<file path="config.mk">
export PLATFORM = sky130hd
export DESIGN_NAME = dez_min
export DESIGN_NICKNAME = d
export VERILOG_FILES = /design/src/rtl/dez_min.sv
export SDC_FILE = /design/constraint.sdc
export NUM_CORES = 1
export LEC_CHECK = 0
export ABC_AREA = 1
export BUFFER_PORTS_ARGS = -buffer_cell sky130_fd_sc_hd__buf_4
export CORE_UTILIZATION = 45
export DETAILED_ROUTE_END_ITERATION = 16
export PLACE_DENSITY = 0.72
export SYNTH_ARGS = -nofsm -noshare
export SYNTH_HDL_FRONTEND = slang
export SYNTH_SLANG_ARGS = --single-unit
</file>
<file path="constraint.sdc">
create_clock -name CLK -period 1.3 [get_ports CLK]
set_input_delay 0.13 -clock CLK [delete_from_list [all_inputs] [get_ports CLK]]
set_output_delay 0.13 -clock CLK [all_outputs]
set_load 0.03 [all_outputs]
</file>
<file path="src/rtl/dez_min.sv">
// Tens-of-minutes counter stage of the chronometer.
// The asynchronous carry from the units-of-minutes stage is synchronised and
// edge-detected, then drives a 0..MODULUS-1 counter. The current digit is
// shown on an active-low 7-segment display, and a one-cycle carry is emitted
// on wrap for a later hours stage.
//
// MODULUS must lie in 2..10 and SYNC_STAGES must be at least 2.
//
// Handshake: none. TICK_IN is a level from another clock domain and is
// counted once per rising edge. To be seen reliably it must stay high for at
// least 2 CLK periods, and stay low for at least 2 CLK periods between
// pulses. CLK_OUT is a plain one-cycle strobe with no back-pressure.
module dez_min #(
  parameter int MODULUS     = 6,
  parameter int SYNC_STAGES = 2
) (
  input  logic       CLK,
  input  logic       RST_N,
  input  logic       TICK_IN,
  input  logic       CLR,
  input  logic       HOLD,
  output logic [3:0] VALUE,
  output logic       CLK_OUT,
  output logic       ADM,
  output logic       BDM,
  output logic       CDM,
  output logic       DDM,
  output logic       EDM,
  output logic       FDM,
  output logic       GDM
);

  localparam logic [3:0] LAST     = 4'(MODULUS - 1);
  // Segment order in the vector is {a,b,c,d,e,f,g}. A 0 bit lights a segment.
  localparam logic [6:0] SEG_ZERO = 7'b0000001;

  logic [SYNC_STAGES-1:0] sync_q;
  logic                   edge_q;
  logic                   sync_out;
  logic                   tick_rise;
  logic [3:0]             value_q, value_d;
  logic                   carry_q, carry_d;
  logic [6:0]             seg_q, seg_d;

  assign sync_out  = sync_q[SYNC_STAGES-1];
  assign tick_rise = sync_out & ~edge_q;

  // Synchroniser chain bringing TICK_IN into the CLK domain.
  always_ff @(posedge CLK or negedge RST_N) begin
    if (!RST_N) sync_q <= '0;
    else        sync_q <= {sync_q[SYNC_STAGES-2:0], TICK_IN};
  end

  // The edge flop always follows sync_out, even under HOLD or CLR.
  // As a result, a carry that is still high when HOLD drops is never counted.
  always_ff @(posedge CLK or negedge RST_N) begin
    if (!RST_N) edge_q <= 1'b0;
    else        edge_q <= sync_out;
  end

  // Next count and carry. Priority order is CLR, then HOLD, then tick.
  // An out-of-range count, reachable only through an upset, returns to 0
  // on the next tick without raising a carry.
  always_comb begin
    value_d = value_q;
    carry_d = 1'b0;
    if (CLR) begin
      value_d = '0;
    end else if (!HOLD && tick_rise) begin
      if (value_q == LAST) begin
        value_d = '0;
        carry_d = 1'b1;
      end else if (value_q > LAST) begin
        value_d = '0;
      end else begin
        value_d = value_q + 4'd1;
      end
    end
  end

  // Count and carry registers.
  always_ff @(posedge CLK or negedge RST_N) begin
    if (!RST_N) begin
      value_q <= '0;
      carry_q <= 1'b0;
    end else begin
      value_q <= value_d;
      carry_q <= carry_d;
    end
  end

  // 7-segment pattern for the registered count.
  // 6 and 7 include the top bar, and 9 includes the bottom bar.
  // Counts 10..15 blank the display.
  always_comb begin
    seg_d = 7'b1111111;
    case (value_q)
      4'd0:    seg_d = 7'b0000001;
      4'd1:    seg_d = 7'b1001111;
      4'd2:    seg_d = 7'b0010010;
      4'd3:    seg_d = 7'b0000110;
      4'd4:    seg_d = 7'b1001100;
      4'd5:    seg_d = 7'b0100100;
      4'd6:    seg_d = 7'b0100000;
      4'd7:    seg_d = 7'b0001111;
      4'd8:    seg_d = 7'b0000000;
      4'd9:    seg_d = 7'b0000100;
      default: seg_d = 7'b1111111;
    endcase
  end

  // Segment register. The display trails VALUE by one cycle.
  always_ff @(posedge CLK or negedge RST_N) begin
    if (!RST_N) seg_q <= SEG_ZERO;
    else        seg_q <= seg_d;
  end

  assign VALUE   = value_q;
  assign CLK_OUT = carry_q;
  assign ADM     = seg_q[6];
  assign BDM     = seg_q[5];
  assign CDM     = seg_q[4];
  assign DDM     = seg_q[3];
  assign EDM     = seg_q[2];
  assign FDM     = seg_q[1];
  assign GDM     = seg_q[0];

endmodule

</file>
* After elaboration in Yosys (flattened, before gate mapping)
Memories as Yosys holds them, arrays and structs flattened. A register that Yosys moved wholly into a read port is not among the register bits.
Cells that the tools add are included.
** Cells by class
- $add $sub $neg :: 1
- $lt $le $gt $ge :: 1
- Eq/ne operators :: 1
- Mux-type cells :: 7
- Bitwise gates (word level) :: 2
- Reductions and logical operators :: 4
** Operators by type and width (number)
- 2-to-1 mux 4 bit :: 4
- adder 4 x 1 -> 4 bit (second input constant) :: 1
- == test 4 x 3 -> 1 bit (second input constant) :: 1
- greater-than comparator 4 x 3 -> 1 bit (second input constant) :: 1
- 2-to-1 mux 1 bit :: 3
- zero test 1 bit :: 2
- nonzero test 2 bit :: 1
- bitwise AND 1 bit :: 1
- logical AND 1 bit :: 1
- NOT 1 bit :: 1
** Storage, ports and cells
- Register bits after elaboration :: 8
- Bits in read-only memories :: 112
- Bits of input ports :: 5
- Output and inout bits :: 12
- Logic and storage cells :: 21
- Memories :: 1
** Memory list
- (name not given) :: depth 16, width 7, rd ports 1, clocked after memory_dff 1, write ports 0, RTL line 97 : case (value_q)

* Longest topological paths before layout
Gate-level depths: netlist of the first run.
- Depth after elaboration :: 5
- Gate-level depth with buffers :: 8
- Mapped depth without buffers :: 8

* Least setup slack after synthesis of the first run
No wires, ideal clock.
- Kind :: flip-flop to flip-flop
- Start point :: register value_q[0], in the netlist VALUE[0]
- End point :: register value_q[0], in the netlist VALUE[0]
- Library setup time :: 118 ps
- Arrival :: 1347 ps
- Data required time :: 1182 ps
- Slack :: -165 ps
- Cell stages (with the launch flop) :: 7
- Path buffers :: 0
- Period minus slack after synthesis :: 1465 ps
- Cell sequence :: dfrtp_1 -> inv_1 -> ha_1 -> o21ai_0 -> nor2_2 -> nand3_1 -> nand2_1
** On the way
- Longest elaborated chain between the ends :: 5
- Elaborated cells between the ends (all ways) :: 7
- Classes of those cells :: 1 x add/sub; 1 x order compare; 1 x eq/ne; 4 x mux
** RTL lines
- from (decl) :: RTL line 41 : logic [3:0] value_q, value_d;
- from (signal assigned) :: RTL line 87 : value_q <= value_d;
- adder 4 x 1 -> 4 bit or greater-than comparator 4 x 3 -> 1 bit (tied branches) :: RTL line 76, 73
- 2-to-1 mux 4 bit :: RTL line 73 : end else if (value_q > LAST) begin
- 2-to-1 mux 4 bit * :: RTL line 70 : if (value_q == LAST) begin
- 2-to-1 mux 4 bit * :: RTL line 69 : end else if (!HOLD && tick_rise) begin
- 2-to-1 mux 4 bit * :: RTL line 67 : if (CLR) begin
Every way passes the cells marked *; elsewhere a longest branch is shown, timed or not. The select of a mux whose other input is x is not followed.
A chain may end at the register's enable or synchronous reset.

==> metrics, run 1 <==
Synth Warn # 0; PwrDens between 900 and 1000 mW/mm2; Worst-path clk slew approximately 90 ps; initial DRC count 10; Tmin final 1210 ps; Yosys reg bits 15; Via Count 599; Worst Path Required 1500 ps; DR vias/cell 5.03; Remaining DRCs 0; number of global-route vias before repair 586; clock skew 5.68 ps; WL final 1.41 mm; Hold Vio Cnt, Final 0; Int Pwr 0.643 mW; Post-DP HPWL between 1 and 1.5 mm; row cnt 13; met2 Track Usage GR 0.341; CP max FO 7; number of top-level pins 17; Leak Pwr 0.529 nW; Final Cell Area ~900 um2; worst-skew pair later-pin latency 290 ps; clock sinks 15; die height roughly 42 um; sequential area share after synthesis 0.535; Syn Nets 88; die extent in x 41.6 um; worst-case reg-to-reg path depth 6; clk buf depth 2; setup TNS 0 ps; Post-DRT Antenna Nets 0; Post-Syn Area approximately 700 um2; grt met3 use 0.0391; combinational power share 0.119; Initial Utilization 0.510; core area 0.00138 mm2; max incr delay on CP 450 ps; layout filler cell count between 100 and 150; Cells after Synth 78; Seq pwr share 0.566; met1 usage 0.231; Max Clk Rate roughly 830 MHz; placed cell area 868 um2; Die ar. 0.00173 mm2; CP Cell Sequence inv_2, buf_4, ha_1, nor2_1, o22ai_1, o31ai_1; WL per Instance 11.9 um; unrepaired setup endpoints after global routing no; total gr overflow 0; IO Port Bufs 16; Worst slew margin 0.805; crit path DAT 1410 ps; synthesis-to-finish area growth 31.3%; Worst Setup Start Kind flop; share of total power in the clock network 0.315; layer with the highest usage met2; Psw 0.224 mW; MaxCap Viol Count 0; share of layout cells above drive strength 1 0.317; Yosys cell types 18; IR drop worst, VDD 0.576 mV; largest net degree at the start of global routing 16; number of buffers created by CTS 3; Sw Ratio 0.259; Worst Setup Path Type reg -> reg; Hold Path Depth 2; outcome finished clean; antenna cells 0; H-tree lvl count 1; Mapped Avg Cell Area 9.03 um2; TritonRoute pass-1 iters 4; fin crit share 0.928; global-route usage over all layers 0.192; worst-margin pin slew 293 ps; final setup fails 0; initial antenna violation count 0; Critical Path Sink Type flop; Final Max Slew Viols 0; clock root cell clkbuf_4; GP Congestion 0.888; wire length of the first global-routing pass 2.50 mm; NumNets Final 115; Hold Path Class in -> reg; CTS tree done; CP max-delay cell dfrtp_2
worst max-delay path, delay by kind of cell (launching register included):
family	cells	cell delay, ps
simple gates	1	110
buf+inv	2	190
flops	1	450
fa+ha+maj	1	210
compound gates	2	160
synthesized netlist by cell type:
cell,count,area share
nor2_1,3,0.016
dfstp_2,1,0.037
o21a_1,1,0.011
nand2_1,20,0.11
o31ai_1,1,0.011
o22ai_1,1,0.0089
o21ai_0,7,0.050
nor2_2,1,0.0089
nand3_1,6,0.043
nor3_1,1,0.0071
buf_4,1,0.011
inv_1,11,0.059
nand2_2,1,0.0089
dfrtp_1,14,0.50
ha_1,5,0.089
nand3_2,1,0.014
nand4_1,2,0.018
inv_2,1,0.0053
worst paths after layout:
kind	startpoint	to	slack, ps
worst max-delay path	VALUE[0]	seg_q[2]	90
worst min-delay path	CLR	CLK_OUT	20
max in group asynchronous	RST_N	seg_q[0]	840
worst max register to register	VALUE[0]	seg_q[2]	90
min in group asynchronous	RST_N	CLK_OUT	220
worst min register to register	sync_q[0]	sync_q[1]	370
final cells by class:
cell class | count | area [um2] | share of cell area
inverter | 12 | 45.0 | 0.0487
sequential | 15 | 379 | 0.410
timing repair buffer | 23 | 178 | 0.192
clock buffer | 4 | 26.3 | 0.0284
multi-input combinational | 50 | 278 | 0.300
tap | 15 | 18.8 | 0.0203
metal layers:
layer  up-vias  part of all wire
li1        302                 -
met5         -                 0
met4         0             0.011
met1       276              0.44
met3         2             0.045
met2        19              0.50
cells in the final DEF (no fill, tap or decap), drive strengths merged:
cell type    instances
dfstp                1
ha                   5
buf                 21
dfrtp               14
o21a                 1
clkbuf               4
inv                 12
nand2               21
dlygate4sd3          2
nor3                 1
nand4                2
o21ai                7
o22ai                1
nor2                 4
o31ai                1
nand3                7
what timing repair did:
| item | CTS | global route |
|---|---|---|
| hold buffers | 2 | 0 |
| endpoints found under the hold margin | 16 | 0 |
| setup buffers | 1 | 0 |
| gates resized for setup | 0 | 2 |
| setup endpoints to repair | 1 | 3 |
power by group through the flow:
stage / registers (mW) / clock network (mW) / logic (mW)
after global placement: 0.499 / 0 / 0.0971
after detailed placement: 0.501 / 0 / 0.0974
after CTS: 0.491 / 0.272 / 0.104
after global routing: 0.493 / 0.305 / 0.114
final: 0.491 / 0.273 / 0.103
after floorplan: 0.520 / 0 / 0.0305
through the flow:
step                      setup slack, ps  power (mW)  std cells  utilization  hold slack [ps]
after CTS                            47.6       0.867        119        0.667             22.7
after global placement               61.2       0.596        112        0.628            -8.19
after global routing                 4.60       0.912        119        0.669             22.7
final                                93.4       0.867        119        0.669             17.9
after detailed placement             12.7       0.598        112        0.628            -5.70
after floorplan                      9.43       0.551         78            -             -166
logic make-up (layout without fill, tap and decap cells):
family                     after synthesis  after routing  share of synthesized area
AOI/OAI and AO/OA                       10             10                     0.0799
DFF                                     15             15                      0.535
and+or+nand+nor                         35             35                      0.222
adders and majority gates                5              5                     0.0888
buffers and inverters                   13             39                     0.0746
registers in the layout, indices dropped and copies added (netlist names):
register,flops
seg_q,7
VALUE,4
sync_q,2
CLK_OUT,1
edge_q,1
No activity file was read; power rests on OpenSTA's default activity.
==> run 2: changes to the inputs <==
- CORE_UTILIZATION: 45 -> 51
- PLACE_DENSITY: 0.72 -> 0.77
- clock period: 1.3 -> 1.4 ns (I/O delays scaled with it)
==> run 2 against run 1 <==
Effect of this change:
- setup slack improved by 24 ps
- critical endpoint is now VALUE[0]
- routed wire length shrank 5.5%
- first-iteration DRC count down 20%
==> metrics, run 2 (synthesized netlist as in run 1, its figures left out) <==
outcome finished clean; CTS tree done; Post-DRT Antenna Nets 0; clock skew 3.90 ps; number of flip-flops in the largest register 7; number of top-level pins 17; Worst slew margin 0.805; fin crit share 0.916; initial DRC count 8; clock sinks 15; antenna cells 0; final setup margin around 120 ps; DR vias/cell 5.09; most common cell after layout, fill and taps aside nand2_1; Die ar. 0.00153 mm2; fin cells 116; die extent in x slightly below 40 um; total power 0.794 mW; largest net degree at the start of global routing 16; Initial Utilization 0.548; Critical Path Sink Type flop; setup TNS 0 ps; Critical Path Source VALUE[0]; die height 39.2 um; Via Count 590; total gr overflow 0; Worst R2R Setup Slack 120 ps; TritonRoute pass-1 iters 4; unrepaired setup endpoints after global routing no; row cnt 13; MaxCap Viol Count 0; number of buffers created by CTS 3; R2R Path End VALUE[0]; Placed Cells 110; WL final around 1.3 mm; IR drop worst, VDD 0.792 mV; final setup fails 0; crit path to VALUE[0]; pre-CTS WS 104 ps; worst-case reg-to-reg path depth 6; Worst-path clk slew 90 ps; PwrDens 883 mW/mm2; Hold Path Class in -> reg; initial antenna violation count 0; number of global-route vias before repair 530; worst-skew pair later-pin latency around 280 ps; reg2reg start VALUE[0]; Tmin final 1280 ps; Remaining DRCs 0; most frequent cells in the layout nand2_1, buf_4, dfrtp_1; GP Congestion 0.894; Reg with most FFs seg_q; Leak Pwr 0.515 nW; NumNets Final 112; grt met3 use 0.0694; clk buf depth 2; Worst Setup Start Kind flop; Post-DP HPWL 1.02 mm; crit path DAT roughly 1500 ps; Final Max Slew Viols 0; CP max FO 7; Worst Setup Path Type reg -> reg; layer with the highest usage met2; met1 usage 0.254; Hold Vio Cnt, Final 0; H-tree lvl count 1; wire length of the first global-routing pass 2.28 mm; synthesis-to-finish area growth 27.7%; Max Clk Rate between 700 and 800 MHz; clock root cell clkbuf_4; share of layout cells above drive strength 1 0.277; IO Port Bufs 16; worst-margin pin slew 292 ps; Worst Path Required 1620 ps; core area 0.00128 mm2; met2 Track Usage GR 0.404; global-route usage over all layers 0.228; layout filler cell count 102; WL per Instance 11.5 um
==> run 2: layout make-up <==
type                    instances  area, um2  area share
flip-flops and latches         15        379       0.421
multi-input cells              50        275       0.306
clock buffers                   4       26.3      0.0292
inverters                      12       45.0      0.0501
well taps                      15       18.8      0.0209
repair buffers                 20        155       0.172
==> run 2: worst min-delay path by stage <==
stage / start / to / depth (start not counted)
2_1_floorplan: RST_N / CLK_OUT / 0
3_3_place_gp: RST_N / edge_q / 1
3_5_place_dp: RST_N / CLK_OUT / 1
4_1_cts: CLR / CLK_OUT / 2
5_1_grt: CLR / CLK_OUT / 2
6_report: CLR / CLK_OUT / 2
==> run 2: where the power goes <==
part           total [mW]  internal [mW]  switching, mW
registers           0.455          0.448        0.00783
logic              0.0929         0.0359         0.0570
clock network       0.246          0.111          0.135
==> run 2: stage by stage <==
step	util	area (um2)	hold slack, ps
detailed placement	0.664	853	-0.671
CTS	0.700	900	18.9
global placement	0.664	853	-1.34
floorplan	-	707	-156
global route	0.700	900	26.9
finish	0.700	900	22.2
==> run 2: per-layer routing <==
layer  wire (um)  up-vias
li1            -      294
met1         583      271
met2         650       22
met3          84        3
met4          16        0
met5           0        -
==> run 2: what timing repair did <==
| action | 4_1_cts | 5_1_grt |
|---|---|---|
| hold endpoints to repair | 16 | 0 |
| setup buffers | 0 | 0 |
| hold buffers | 2 | 0 |
| gates resized for setup | 0 | 1 |
| setup endpoints to repair | 0 | 3 |
==> run 2: worst max-delay path, cell delays in order (launching register included) <==
cell	delay [ps]
dfrtp_2	460
inv_1	160
ha_1	210
o21ai_1	90
nor2_2	140
nand3_1	80
nand2_1	70
==> run 3: changes to the inputs <==
- clock period: 1.4 -> 1.49 ns (I/O delays scaled with it)
==> run 3 against run 2 <==
Effect of this change:
- first-iteration DRC count increased by 140%
- largest cell class unchanged
- die area unchanged
- register-to-register slack improved by 140 ps
- cell count increased by 1.7%
- power decreased by 7.2%
- sequential power decreased by 6.8%
- hold slack improved by 36 ps
- largest power group unchanged
- via count increased by 2.0%
- global-route usage decreased by 0.55 points
- clock power decreased by 11%
==> metrics, run 3 (synthesized netlist as in run 1, its figures left out) <==
outcome finished clean; Worst-path clk slew 80 ps; Final Max Slew Viols 0; WL per Instance roughly 12 um; Max Clk Rate 809 MHz; worst-skew pair later-pin latency 270 ps; die height ~39 um; GP Congestion 0.894; number of flip-flops in the largest register 7; initial DRC count 19; Remaining DRCs 0; cts repair resizes 0; Multi-input gate area 275 um2; clock sinks 15; largest net degree at the start of global routing 16; IR drop worst, VDD 0.640 mV; share of layout cells above drive strength 1 0.272; core area 0.00128 mm2; Via Count 602; CP max FO 6; fin crit share 0.829; MaxCap Viol Count 0; global-route usage over all layers 0.222; PwrDens 808 mW/mm2; Critical Path Sink Type flop; synthesis-to-finish area growth 29.5%; antenna cells 0; number of top-level pins 17; met2 Track Usage GR 0.363; number of buffers created by CTS 3; Post-DP HPWL 1.02 mm; WL final 1.36 mm; setup TNS 0 ps; Leak Pwr between 0.5 and 0.6 nW; worst-margin pin slew 300 ps; Tmin final roughly 1200 ps; Hold Vio Cnt, Final 0; DR vias/cell 5.10; crit path DAT 1460 ps; wire length of the first global-routing pass 2.30 mm; Post-DRT Antenna Nets 0; grt met3 use 0.0347; final setup fails 0; total gr overflow 0; row cnt 13; clk buf depth 2; unrepaired setup endpoints after global routing no; layout filler cell count 92; H-tree lvl count 1; clock root cell clkbuf_4; Worst Path Required between 1500 and 2000 ps; CTS tree done; die extent in x 39.2 um; NumNets Final 114; CP max-delay cell dfrtp_1; Die ar. 0.00153 mm2; total power between 0.7 and 0.8 mW; FF/Latch Area 377 um2; placed cell area 866 um2; met1 usage 0.296; initial antenna violation count 0; Worst Setup Start Kind flop; Hold Path Class in -> reg; Worst Setup Path Type reg -> reg; CP Cell Sequence buf_4, ha_1, nand3_2, nand2_2, nor2_2, nand3_1, nand2_1; IO Port Bufs 16; number of global-route vias before repair 541; Reg with most FFs seg_q; layer with the highest usage met2; Final Cell Area roughly 910 um2; most frequent cells in the layout nand2_1, buf_4, dfrtp_1; TritonRoute pass-1 iters 4; Worst slew margin 0.800; clock skew around 4.0 ps; Initial Utilization 0.548; max incr delay on CP between 300 and 400 ps
-- run 3: cell types whose count changed in the layout (fill, tap and decap cells not counted) --
cell / before / now
dfrtp_1: 12 / 14
o21ai_0: 6 / 7
o21ai_1: 1 / 0
buf_4: 18 / 20
dfrtp_2: 2 / 0
-- run 3: worst paths after layout --
| kind | start | to | slack (ps) | depth (start not counted) |
|---|---|---|---|---|
| worst max-delay path | VALUE[0] | VALUE[1] | 250 | 7 |
| worst min-delay path | CLR | CLK_OUT | 60 | 2 |
| worst max register to register | VALUE[0] | VALUE[1] | 250 | 7 |
| worst min register to register | sync_q[0] | sync_q[1] | 360 | 0 |
| max in group asynchronous | RST_N | seg_q[0] | 1000 | 2 |
| min in group asynchronous | RST_N | VALUE[0] | 250 | 2 |
-- run 3: worst max-delay path: cells and delay by family (launching register included) --
family	cells	cell delay [ps]
adders and majority gates	1	220
DFF	1	380
and+or+nand+nor	5	430
buffers and inverters	1	160
-- run 3: layer usage --
metal / up-vias / part of all wire
met3: 2 / 0.056
met5: - / 0
met2: 22 / 0.49
met1: 282 / 0.44
li1: 296 / -
met4: 0 / 0.010
-- run 3: timing repair --
| action | CTS | global route |
|---|---|---|
| setup buffers | 0 | 0 |
| hold endpoints to repair | 16 | 0 |
| hold buffers | 2 | 0 |
-- run 3: stage by stage --
step	cells	hold slack, ps	utilization	setup slack (ps)
2_1_floorplan	78	-147	-	24.9
3_3_place_gp	112	7.18	0.674	254
3_5_place_dp	112	7.85	0.674	260
4_1_cts	118	50.8	0.710	242
5_1_grt	118	55.0	0.710	118
6_report	118	58.4	0.710	254
-- run 3: power by group --
group / switching (mW) / total (mW) / internal [mW]
clock: 0.117 / 0.220 / 0.104
sequential: 0.00426 / 0.424 / 0.420
combinational: 0.0564 / 0.0925 / 0.0360
total: 0.177 / 0.737 / 0.560
-- run 3: layout make-up --
class / count / share of cell area
Timing Repair Buffer: 22 / 0.187
Inverter: 12 / 0.0494
Clock buffer: 4 / 0.0288
Multi-Input combinational cell: 50 / 0.302
Sequential cell: 15 / 0.413
Tap cell: 15 / 0.0206
